===== src/rtl/signmag_pkg.sv =====
// signmag_pkg: shared FSM states, default width and requester index type for the sign-magnitude arbiter
package signmag_pkg;
    localparam int DEFAULT_BITS = 8;
    typedef enum logic [1:0] {IDLE, EXEC, DONE} stateType;
    typedef logic reqIdx;
endpackage


===== src/rtl/signmag_addsub_core.sv =====
// signmag_addsub_core: combinational sign-magnitude add/sub in a widened two's-complement domain; SIGNMAG_SAT_EN saturates on overflow, otherwise wraps
module signmag_addsub_core
    import signmag_pkg::*;
#(
    parameter int BITS = DEFAULT_BITS
) (
    input  logic [BITS-1:0] a,
    input  logic [BITS-1:0] b,
    input  logic            sign_a,
    input  logic            sign_b,
    input  logic            sub,
    output logic [BITS-1:0] magnitude,
    output logic            sign,
    output logic            overflow
);
    localparam int W = BITS + 2;

    logic [W-1:0] opA, opB, sum, absSum;

    assign opA = sign_a ? -{2'b00, a} : {2'b00, a};
    assign opB = (sign_b ^ sub) ? -{2'b00, b} : {2'b00, b};
    assign sum = opA + opB;
    assign absSum = sum[W-1] ? -sum : sum;
    assign overflow = |absSum[W-1:BITS];
`ifdef SIGNMAG_SAT_EN
    assign magnitude = overflow ? '1 : absSum[BITS-1:0];
`else
    assign magnitude = absSum[BITS-1:0];
`endif
    assign sign = sum[W-1] && (magnitude != '0);
endmodule


===== src/rtl/signmag_arbiter.sv =====
// signmag_arbiter: round-robin arbiter sharing one sign-magnitude add/sub core between two requesters (SIGNMAG_SAT_EN enables saturation)
module signmag_arbiter
    import signmag_pkg::*;
#(
    parameter int BITS = DEFAULT_BITS
) (
    input  logic            clk,
    input  logic            rst,
    input  logic            req0,
    input  logic            req1,
    input  logic [BITS-1:0] a0,
    input  logic [BITS-1:0] b0,
    input  logic [BITS-1:0] a1,
    input  logic [BITS-1:0] b1,
    input  logic            sign_a0,
    input  logic            sign_b0,
    input  logic            sign_a1,
    input  logic            sign_b1,
    input  logic            sub0,
    input  logic            sub1,
    output logic            grant0,
    output logic            grant1,
    output logic            busy,
    output logic            done0,
    output logic            done1,
    output logic [BITS-1:0] result,
    output logic            sign,
    output logic            overflow
);
    stateType state, nextState;
    reqIdx lastWinner, pick;
    logic [BITS-1:0] opA, opB, coreMag;
    logic opSignA, opSignB, opSub, coreSign, coreOverflow;

    signmag_addsub_core #(.BITS(BITS)) core (
        .a(opA),
        .b(opB),
        .sign_a(opSignA),
        .sign_b(opSignB),
        .sub(opSub),
        .magnitude(coreMag),
        .sign(coreSign),
        .overflow(coreOverflow)
    );

    assign busy = (state != IDLE);

    // tie goes to the requester not granted last; next state follows IDLE -> EXEC -> DONE
    always_comb begin
        pick = (req0 && req1) ? ~lastWinner : req1;
        nextState = (state == IDLE) ? ((req0 || req1) ? EXEC : IDLE) : (state == EXEC) ? DONE : IDLE;
    end

    // state register
    always_ff @(posedge clk or posedge rst) begin
        if (rst) state <= IDLE;
        else state <= nextState;
    end

    // operand capture, result registration and grant/done sequencing
    always_ff @(posedge clk or posedge rst) begin
        if (rst) begin
            grant0 <= 1'b0;
            grant1 <= 1'b0;
            done0 <= 1'b0;
            done1 <= 1'b0;
            result <= '0;
            sign <= 1'b0;
            overflow <= 1'b0;
            lastWinner <= 1'b1;
            opA <= '0;
            opB <= '0;
            opSignA <= 1'b0;
            opSignB <= 1'b0;
            opSub <= 1'b0;
        end else begin
            case (state)
                IDLE: if (req0 || req1) begin
                    grant0 <= !pick;
                    grant1 <= pick;
                    opA <= pick ? a1 : a0;
                    opB <= pick ? b1 : b0;
                    opSignA <= pick ? sign_a1 : sign_a0;
                    opSignB <= pick ? sign_b1 : sign_b0;
                    opSub <= pick ? sub1 : sub0;
                end
                EXEC: begin
                    result <= coreMag;
                    sign <= coreSign;
                    overflow <= coreOverflow;
                    done0 <= grant0;
                    done1 <= grant1;
                end
                DONE: begin
                    grant0 <= 1'b0;
                    grant1 <= 1'b0;
                    done0 <= 1'b0;
                    done1 <= 1'b0;
                    lastWinner <= grant1;
                end
                default: ;
            endcase
        end
    end
endmodule


===== config.mk =====
export PLATFORM = sky130hd
export DESIGN_NAME = signmag_arbiter
export DESIGN_NICKNAME = d
export VERILOG_FILES = /design/src/rtl/signmag_pkg.sv /design/src/rtl/signmag_addsub_core.sv /design/src/rtl/signmag_arbiter.sv
export SDC_FILE = /design/constraint.sdc
export NUM_CORES = 1
export LEC_CHECK = 0
export CAP_MARGIN = 25
export CORE_ASPECT_RATIO = 1.75
export CORE_MARGIN = 2
export CORE_UTILIZATION = 51
export CTS_BUF_LIST = sky130_fd_sc_hd__clkbuf_16
export DETAILED_ROUTE_END_ITERATION = 7
export PLACE_DENSITY_LB_ADDON = 0.15
export SETUP_SLACK_MARGIN = 0.2
export SYNTH_ARGS = -nofsm -noshare
export SYNTH_HDL_FRONTEND = slang
export SYNTH_SLANG_ARGS = --single-unit

===== constraint.sdc =====
create_clock -name clk -period 4 [get_ports clk]
set_input_delay 0.8 -clock clk [delete_from_list [all_inputs] [get_ports clk]]
set_output_delay 0.8 -clock clk [all_outputs]
set_load 0.1 [all_outputs]

==> results of run 1 <==
-- worst reg2reg max path: stages (launching register included) --
cell and delay (ns):
sky130_fd_sc_hd__dfrtp_1 0.42, sky130_fd_sc_hd__or4_4 0.57, sky130_fd_sc_hd__or2_2 0.31, sky130_fd_sc_hd__o31ai_2 0.20, sky130_fd_sc_hd__xnor2_1 0.10, sky130_fd_sc_hd__ha_1 0.35, sky130_fd_sc_hd__and4_1 0.22, sky130_fd_sc_hd__nand2_1 0.06
sky130_fd_sc_hd__o211ai_1 0.40, sky130_fd_sc_hd__xnor2_4 0.19, sky130_fd_sc_hd__or3_1 0.40, sky130_fd_sc_hd__a221oi_2 0.25, sky130_fd_sc_hd__a31oi_1 0.11
-- state kept, by name, summed over array words and instances, names as in the netlist --
signal	count
opA	8
sign	1
overflow	1
opB	8
result	8
lastWinner	1
state	2
opSignA	1
grant1	1
grant0	1
opSub	1
done0	1
done1	1
opSignB	1
-- placed cells by master (no fill, tap or decap), types with 3 or more instances in the layout --
cell type                         count
sky130_fd_sc_hd__nand2_1             21
sky130_fd_sc_hd__a211o_1              3
sky130_fd_sc_hd__buf_4               12
sky130_fd_sc_hd__or2_2                3
sky130_fd_sc_hd__nor2b_1              5
sky130_fd_sc_hd__ha_1                15
sky130_fd_sc_hd__a211oi_1             4
sky130_fd_sc_hd__dfrtp_1             35
sky130_fd_sc_hd__nor3_1               5
sky130_fd_sc_hd__clkbuf_16            5
sky130_fd_sc_hd__clkdlybuf4s50_1     56
sky130_fd_sc_hd__xnor2_1             14
sky130_fd_sc_hd__a222oi_1            19
sky130_fd_sc_hd__nor2_1              23
sky130_fd_sc_hd__or3_1                4
sky130_fd_sc_hd__o31ai_1              5
sky130_fd_sc_hd__a21oi_1             18
sky130_fd_sc_hd__inv_1               35
sky130_fd_sc_hd__xor2_1              10
sky130_fd_sc_hd__a31oi_1              3
sky130_fd_sc_hd__nand3_1              6
sky130_fd_sc_hd__o21a_1               4
sky130_fd_sc_hd__o21ai_0             11
-- stage by stage --
stage               instances  hold slack (ns)  setup slack (ns)  cell area, µm²  util, %
finish                    406           0.5034            0.3075            3428    70.08
global route              406           0.5229            0.1463            3428    70.08
CTS                       400           0.5047            0.3296            3338    68.24
detailed placement        392           0.4913           0.07386            3189    65.19
floorplan                 285           0.4821            0.4624            2547        -
global placement          392           0.4754            0.2227            3189    65.19
-- area by class of cell --
cell class / count / area (µm²)
clock buffer: 5 / 125.1
inverter: 33 / 123.9
timing repair buffer: 69 / 678.2
multi-input combinational: 206 / 1515
sequential: 36 / 902.1
clock inverter: 3 / 16.27
fill: 405 / 1464
tap: 54 / 67.56
-- cell usage after synthesis (all sizes together) (2+ instances only) --
cell type	count	area (µm²)
a31o	2	17.52
xnor2	15	131.4
xor2	10	87.58
nor3	5	25.02
a211o	3	26.28
and2	2	12.51
o31ai	7	66.31
or2	3	18.77
inv	33	123.9
a31oi	3	18.77
nand2	21	78.83
a21oi	18	90.09
mux2i	2	20.02
o21ai	12	60.05
or3	4	25.02
nor2	23	86.33
mux2	2	22.52
ha	16	200.2
a21o	2	15.01
clkbuf	9	33.78
nor2b	5	31.28
dfrtp	35	875.8
o211ai	2	15.01
a211oi	4	30.03
a222oi	19	190.2
nand3	6	30.03
a221oi	2	23.77
o21a	4	30.03
-- layer usage --
metal,up-vias,wire (µm),global-route usage [%]
met5,-,0,0
met4,0,234,12.52
met3,19,217,3.862
met2,71,3814,46.42
met1,1155,2296,24.74
li1,1170,-,-
-- cells by family after synthesis --
family / Yosys count
AOI/OAI and AO/OA: 84
xor gates and xnor gates: 25
adders and majority gates: 17
and+or+nand+nor: 76
muxes: 4
DFF: 36
buffers and inverters: 43
-- final timing paths --
path                                start        end  slack, ns  cells after the start
max in group asynchronous             rst    opSignB       2.71                      4
worst min-delay path            result[2]  result[2]       0.50                      1
worst min register to register  result[2]  result[2]       0.50                      1
worst max-delay path               opA[3]       sign       0.31                     12
min in group asynchronous             rst  result[1]       0.70                      2
worst max register to register     opA[3]       sign       0.31                     12
-- timing repair --
action | in CTS | in global routing
gates cloned | 0 | 0
setup endpoints to repair | 4 | 3
resized for setup | 1 | 4
pin swaps | 0 | 2
setup buffers | 0 | 5
==> flow_results.xml, run 1 <==
<?xml version="1.0" encoding="UTF-8"?>
<metrics>
  <group name="outcome">
    <metric name="status" unit="">finished, final reports clean</metric>
  </group>
  <group name="final_layout">
    <metric name="layout-area-overhead-vs-synth" unit="%">34.58</metric>
    <metric name="antenna_cells_inserted" unit="">0</metric>
    <metric name="final_nets" unit="">410</metric>
    <metric name="drive_above_1_share" unit="%">9.659</metric>
  </group>
  <group name="timing">
    <metric name="final-max-slew-violation-count" unit="">0</metric>
    <metric name="fin_crit_sh" unit="%">92.31</metric>
    <metric name="period_minus_slack" unit="ns">3.693</metric>
    <metric name="fmax" unit="MHz">270.8</metric>
    <metric name="max_slew.worst_pin.slew" unit="ns">0.9704</metric>
    <metric name="accumulated_negative_setup_slack" unit="ns">0</metric>
    <metric name="clock-skew-final" unit="ns">0.007597</metric>
    <metric name="hold_violations" unit="">0</metric>
    <metric name="rsz_0062_raised_after_global_routing" unit="">yes</metric>
    <metric name="max_slew_margin" unit="%">35.10</metric>
    <metric name="setup_violations" unit="">0</metric>
  </group>
  <group name="synth">
    <metric name="post_synth_and_or_nand_nor_area_fraction" unit="%">14.34</metric>
    <metric name="postSynthAreaPerCell" unit="µm²">8.938</metric>
    <metric name="async_flop_share" unit="%">100.0</metric>
    <metric name="yosys_register_bits" unit="">36</metric>
    <metric name="yosys-mux-area-fraction" unit="%">1.670</metric>
    <metric name="ys_types" unit="">47</metric>
    <metric name="main_combinational_cell_family_by_area_after_synthesis" unit="">compound AO/OA/AOI/OAI gates</metric>
    <metric name="yosys.area_share.xor_xnor" unit="%">8.595</metric>
    <metric name="synth-edff-count" unit="">0</metric>
    <metric name="ys.warnings.count" unit="">0</metric>
    <metric name="syn_nets" unit="">344</metric>
    <metric name="post_synth_inst_count" unit="">285</metric>
    <metric name="dominantRegCellSynth" unit="">sky130_fd_sc_hd__dfrtp_1</metric>
    <metric name="synth_compound_area_share" unit="%">24.95</metric>
    <metric name="mapped_cell_area" unit="µm²">2547</metric>
    <metric name="yosysSeqAreaShare" unit="%">35.41</metric>
    <metric name="post_synth_fa_ha_maj_area_fraction" unit="%">8.644</metric>
  </group>
  <group name="setup_path">
    <metric name="critPathRequiredTime" unit="ns">4.16</metric>
    <metric name="worst_path_dominant_cell_family" unit="">simple AND/OR/NAND/NOR gates</metric>
    <metric name="worstPathCellList" unit="">or4_4 &gt; or2_2 &gt; o31ai_2 &gt; xnor2_1 &gt; ha_1 &gt; and4_1 &gt; nand2_1 &gt; o211ai_1 &gt; xnor2_4 &gt; or3_1 &gt; a221oi_2 &gt; a31oi_1</metric>
    <metric name="crit_type" unit="">register to register</metric>
    <metric name="data_arrival_time_of_the_critical_path" unit="ns">3.85</metric>
    <metric name="startpoint_type" unit="">register</metric>
    <metric name="crit_path_max_incr_delay" unit="ns">0.57</metric>
    <metric name="crit_path_end_kind" unit="">register</metric>
    <metric name="cp_slowest_cell" unit="">sky130_fd_sc_hd__or4_4</metric>
    <metric name="critical_path.max_fanout" unit="">10</metric>
    <metric name="timing.critical_path.buf_inv" unit="">0</metric>
  </group>
  <group name="routing">
    <metric name="drtIter0Drc" unit="">138</metric>
    <metric name="first_pass_iters" unit="">4</metric>
    <metric name="route.detailed.drc" unit="">0</metric>
    <metric name="detailroute.via_count" unit="">2415</metric>
    <metric name="drt-total-wl" unit="µm">6563</metric>
    <metric name="wire_per_inst" unit="µm">16.17</metric>
    <metric name="avgViaCountPerCell" unit="">5.948</metric>
    <metric name="antenna_left" unit="">0</metric>
  </group>
  <group name="grt">
    <metric name="first_global_vias" unit="">2447</metric>
    <metric name="antenna_found_initial" unit="">0</metric>
    <metric name="gr-usage-all-layers" unit="%">24.70</metric>
    <metric name="grt_start_max_net_pins" unit="">26</metric>
    <metric name="grt_first_pass_wirelength" unit="µm">10990</metric>
    <metric name="grt_overflow_total" unit="">0</metric>
  </group>
  <group name="die">
    <metric name="placeableCoreArea" unit="µm²">4892</metric>
    <metric name="boundaryPins" unit="">57</metric>
    <metric name="dieHeight" unit="µm">97.50</metric>
    <metric name="die-width" unit="µm">57.43</metric>
    <metric name="rows" unit="">34</metric>
    <metric name="fp.dieArea" unit="µm²">5599</metric>
    <metric name="effective_utilization_at_floorplan" unit="%">52.07</metric>
  </group>
  <group name="placement">
    <metric name="port_buffers" unit="">56</metric>
    <metric name="dpl.hpwl" unit="µm">5062</metric>
    <metric name="place_congestion" unit="">0.9607</metric>
  </group>
  <group name="flow_run">
    <metric name="maxCapViolations" unit="">0</metric>
  </group>
  <group name="hold_path">
    <metric name="worstHoldPathType" unit="">register to register</metric>
  </group>
  <group name="clocking">
    <metric name="clk_root_buffer_cell" unit="">sky130_fd_sc_hd__clkbuf_16</metric>
    <metric name="cts.sinks" unit="">36</metric>
    <metric name="clock_insertion_delay_worst_skew" unit="ns">0.28</metric>
    <metric name="tritoncts" unit="">done</metric>
    <metric name="htree_levels" unit="">2</metric>
    <metric name="clock_path_buffers" unit="">2</metric>
    <metric name="clkTransAtPathRegs" unit="ns">0.06</metric>
    <metric name="cts_inserted_buffers" unit="">5</metric>
    <metric name="post_cts_hold_buffer_count" unit="">0</metric>
  </group>
</metrics>
Power of run 1 is not shown: default switching activity piles up to over one toggle a cycle in this logic, so the estimate is an artifact.
==> inputs of run 2 (changes only) <==
--- a/config.mk
+++ b/config.mk
@@ -7,10 +7,11 @@
 export LEC_CHECK = 0
 export CAP_MARGIN = 25
 export CORE_ASPECT_RATIO = 1.75
-export CORE_MARGIN = 2
+export CORE_MARGIN = 1
 export CORE_UTILIZATION = 51
 export CTS_BUF_LIST = sky130_fd_sc_hd__clkbuf_16
 export DETAILED_ROUTE_END_ITERATION = 7
+export GPL_TIMING_DRIVEN = 1
 export PLACE_DENSITY_LB_ADDON = 0.15
 export SETUP_SLACK_MARGIN = 0.2
 export SYNTH_ARGS = -nofsm -noshare
==> flow_results.xml, run 2 (synthesized netlist as in run 1, its figures left out) <==
<?xml version="1.0" encoding="UTF-8"?>
<metrics>
  <group name="setup_path">
    <metric name="cp_slowest_cell" unit="">sky130_fd_sc_hd__or4_4</metric>
    <metric name="critical_path.max_fanout" unit="">6</metric>
    <metric name="worstPathCellList" unit="">or4_4 &gt; or2_2 &gt; o31ai_1 &gt; xnor2_1 &gt; ha_1 &gt; and4_1 &gt; nand2_1 &gt; o211ai_1 &gt; xnor2_4 &gt; or3_1 &gt; a221oi_2 &gt; a31oi_1</metric>
    <metric name="startpoint_type" unit="">register</metric>
    <metric name="critPathRequiredTime" unit="ns">4.15</metric>
    <metric name="data_arrival_time_of_the_critical_path" unit="ns">3.88</metric>
    <metric name="crit_path_max_incr_delay" unit="ns">0.57</metric>
    <metric name="crit_path_end_kind" unit="">register</metric>
    <metric name="crit_type" unit="">register to register</metric>
  </group>
  <group name="routing">
    <metric name="top_layer" unit="">met4</metric>
    <metric name="met2WireLength" unit="µm">3591</metric>
    <metric name="antenna_left" unit="">0</metric>
    <metric name="avgViaCountPerCell" unit="">5.923</metric>
    <metric name="drt-total-wl" unit="µm">6395</metric>
    <metric name="first_pass_iters" unit="">5</metric>
    <metric name="met1Wirelength" unit="µm">2297</metric>
    <metric name="route.detailed.drc" unit="">0</metric>
    <metric name="drtIter0Drc" unit="">117</metric>
    <metric name="wire_per_inst" unit="µm">15.83</metric>
    <metric name="detailroute.via_count" unit="">2393</metric>
    <metric name="met3RoutedLength" unit="µm">217</metric>
  </group>
  <group name="timing">
    <metric name="max_slew.worst_pin.slew" unit="ns">0.9737</metric>
    <metric name="hold_violations" unit="">0</metric>
    <metric name="setup_violations" unit="">0</metric>
    <metric name="clock-skew-final" unit="ns">0.001451</metric>
    <metric name="rsz_0062_raised_after_global_routing" unit="">yes</metric>
    <metric name="final-max-slew-violation-count" unit="">0</metric>
    <metric name="max_slew_margin" unit="%">34.88</metric>
    <metric name="fmax" unit="MHz">268.1</metric>
    <metric name="accumulated_negative_setup_slack" unit="ns">0</metric>
    <metric name="fin_crit_sh" unit="%">93.24</metric>
    <metric name="period_minus_slack" unit="ns">3.729</metric>
  </group>
  <group name="die">
    <metric name="fp.dieArea" unit="µm²">5293</metric>
    <metric name="die-width" unit="µm">55.43</metric>
    <metric name="boundaryPins" unit="">57</metric>
    <metric name="dieHeight" unit="µm">95.50</metric>
    <metric name="effective_utilization_at_floorplan" unit="%">53.65</metric>
    <metric name="rows" unit="">33</metric>
    <metric name="placeableCoreArea" unit="µm²">4748</metric>
  </group>
  <group name="placement">
    <metric name="place_congestion" unit="">1.005</metric>
    <metric name="port_buffers" unit="">56</metric>
    <metric name="dpl.hpwl" unit="µm">4959</metric>
  </group>
  <group name="clocking">
    <metric name="cts.sinks" unit="">36</metric>
    <metric name="clkTransAtPathRegs" unit="ns">0.06</metric>
    <metric name="cts_inserted_buffers" unit="">5</metric>
    <metric name="post_cts_hold_buffer_count" unit="">0</metric>
    <metric name="clock_insertion_delay_worst_skew" unit="ns">0.28</metric>
    <metric name="tritoncts" unit="">done</metric>
    <metric name="htree_levels" unit="">2</metric>
    <metric name="clock_path_buffers" unit="">2</metric>
    <metric name="clk_root_buffer_cell" unit="">sky130_fd_sc_hd__clkbuf_16</metric>
  </group>
  <group name="final_layout">
    <metric name="final_nets" unit="">410</metric>
    <metric name="layout-area-overhead-vs-synth" unit="%">34.28</metric>
    <metric name="top_library_cells_by_usage_in_the_layout_fill_and_taps_aside" unit="">sky130_fd_sc_hd__clkdlybuf4s50_1 (56), sky130_fd_sc_hd__dfrtp_1 (35), sky130_fd_sc_hd__inv_1 (33)</metric>
    <metric name="layout_commonest_cell" unit="">sky130_fd_sc_hd__clkdlybuf4s50_1</metric>
    <metric name="drive_above_1_share" unit="%">9.659</metric>
    <metric name="largest_registers" unit="">opA (8), opB (8), result (8)</metric>
    <metric name="antenna_cells_inserted" unit="">0</metric>
  </group>
  <group name="grt">
    <metric name="grt_overflow_total" unit="">0</metric>
    <metric name="grt_first_pass_wirelength" unit="µm">10580</metric>
    <metric name="gr-usage-all-layers" unit="%">25.54</metric>
    <metric name="first_global_vias" unit="">2438</metric>
    <metric name="antenna_found_initial" unit="">0</metric>
    <metric name="grt_start_max_net_pins" unit="">28</metric>
  </group>
  <group name="hold_path">
    <metric name="worstHoldPathType" unit="">register to register</metric>
  </group>
  <group name="flow_run">
    <metric name="maxCapViolations" unit="">0</metric>
  </group>
  <group name="outcome">
    <metric name="status" unit="">finished, final reports clean</metric>
  </group>
</metrics>
run 2: cell count changes in the layout (fill, tap and decap cells not counted), sizes merged:
cell,previous run,this run
buf,13,12
clkbuf,5,6
clkinv,1,2
inv,35,34
run 2: worst max-delay path: cells and delay by family, from the launching register on:
family / cells / cell delay [ns]
AO/OA/AOI/OAI: 4 / 1.01
AND/OR/NAND/NOR: 5 / 1.55
flip-flops: 1 / 0.41
adder cells (fa/ha/maj): 1 / 0.35
XOR/XNOR: 2 / 0.29
run 2: timing repair:
item                       CTS  global route
setup endpoints to repair    4             3
resized for setup            1             3
pin swaps                    0             2
setup buffers                0             5
run 2: final timing paths:
check	endpoint	cells past startpoint	start	slack [ns]
max in group asynchronous	opB[6]	4	rst	2.70
min	result[7]	2	result[7]	0.50
max	sign	12	opA[3]	0.27
max reg2reg	sign	12	opA[3]	0.27
min reg2reg	result[7]	2	result[7]	0.50
min in group asynchronous	result[7]	2	rst	0.72
run 2: layout make-up:
type	count	area (µm²)
clock buffer	5	125.1
clock inverter	3	17.52
fill	366	1328
inverter	33	123.9
multi-input combinational	206	1511
sequential	36	902.1
tap	52	65.06
timing repair buffer	69	675.6
run 2: stage by stage:
stage / hold WS [ns] / utilization, % / instances / setup slack [ns] / cell area, µm²
finish: 0.4990 / 72.04 / 404 / 0.2706 / 3421
global route: 0.5257 / 72.04 / 404 / 0.1436 / 3421
CTS: 0.5101 / 70.28 / 398 / 0.3145 / 3337
detailed placement: 0.4975 / 67.11 / 390 / 0.08795 / 3187
global placement: 0.4773 / 67.11 / 390 / 0.2331 / 3187
floorplan: 0.4821 / - / 285 / 0.4624 / 2547
run 2: layer usage:
layer  vias up  GRT usage [%]
li1       1171              -
met1      1112          24.53
met2        83          50.90
met3        27          3.799
met4         0          13.96
met5         -              0
Power of run 2 is left out for the same reason.
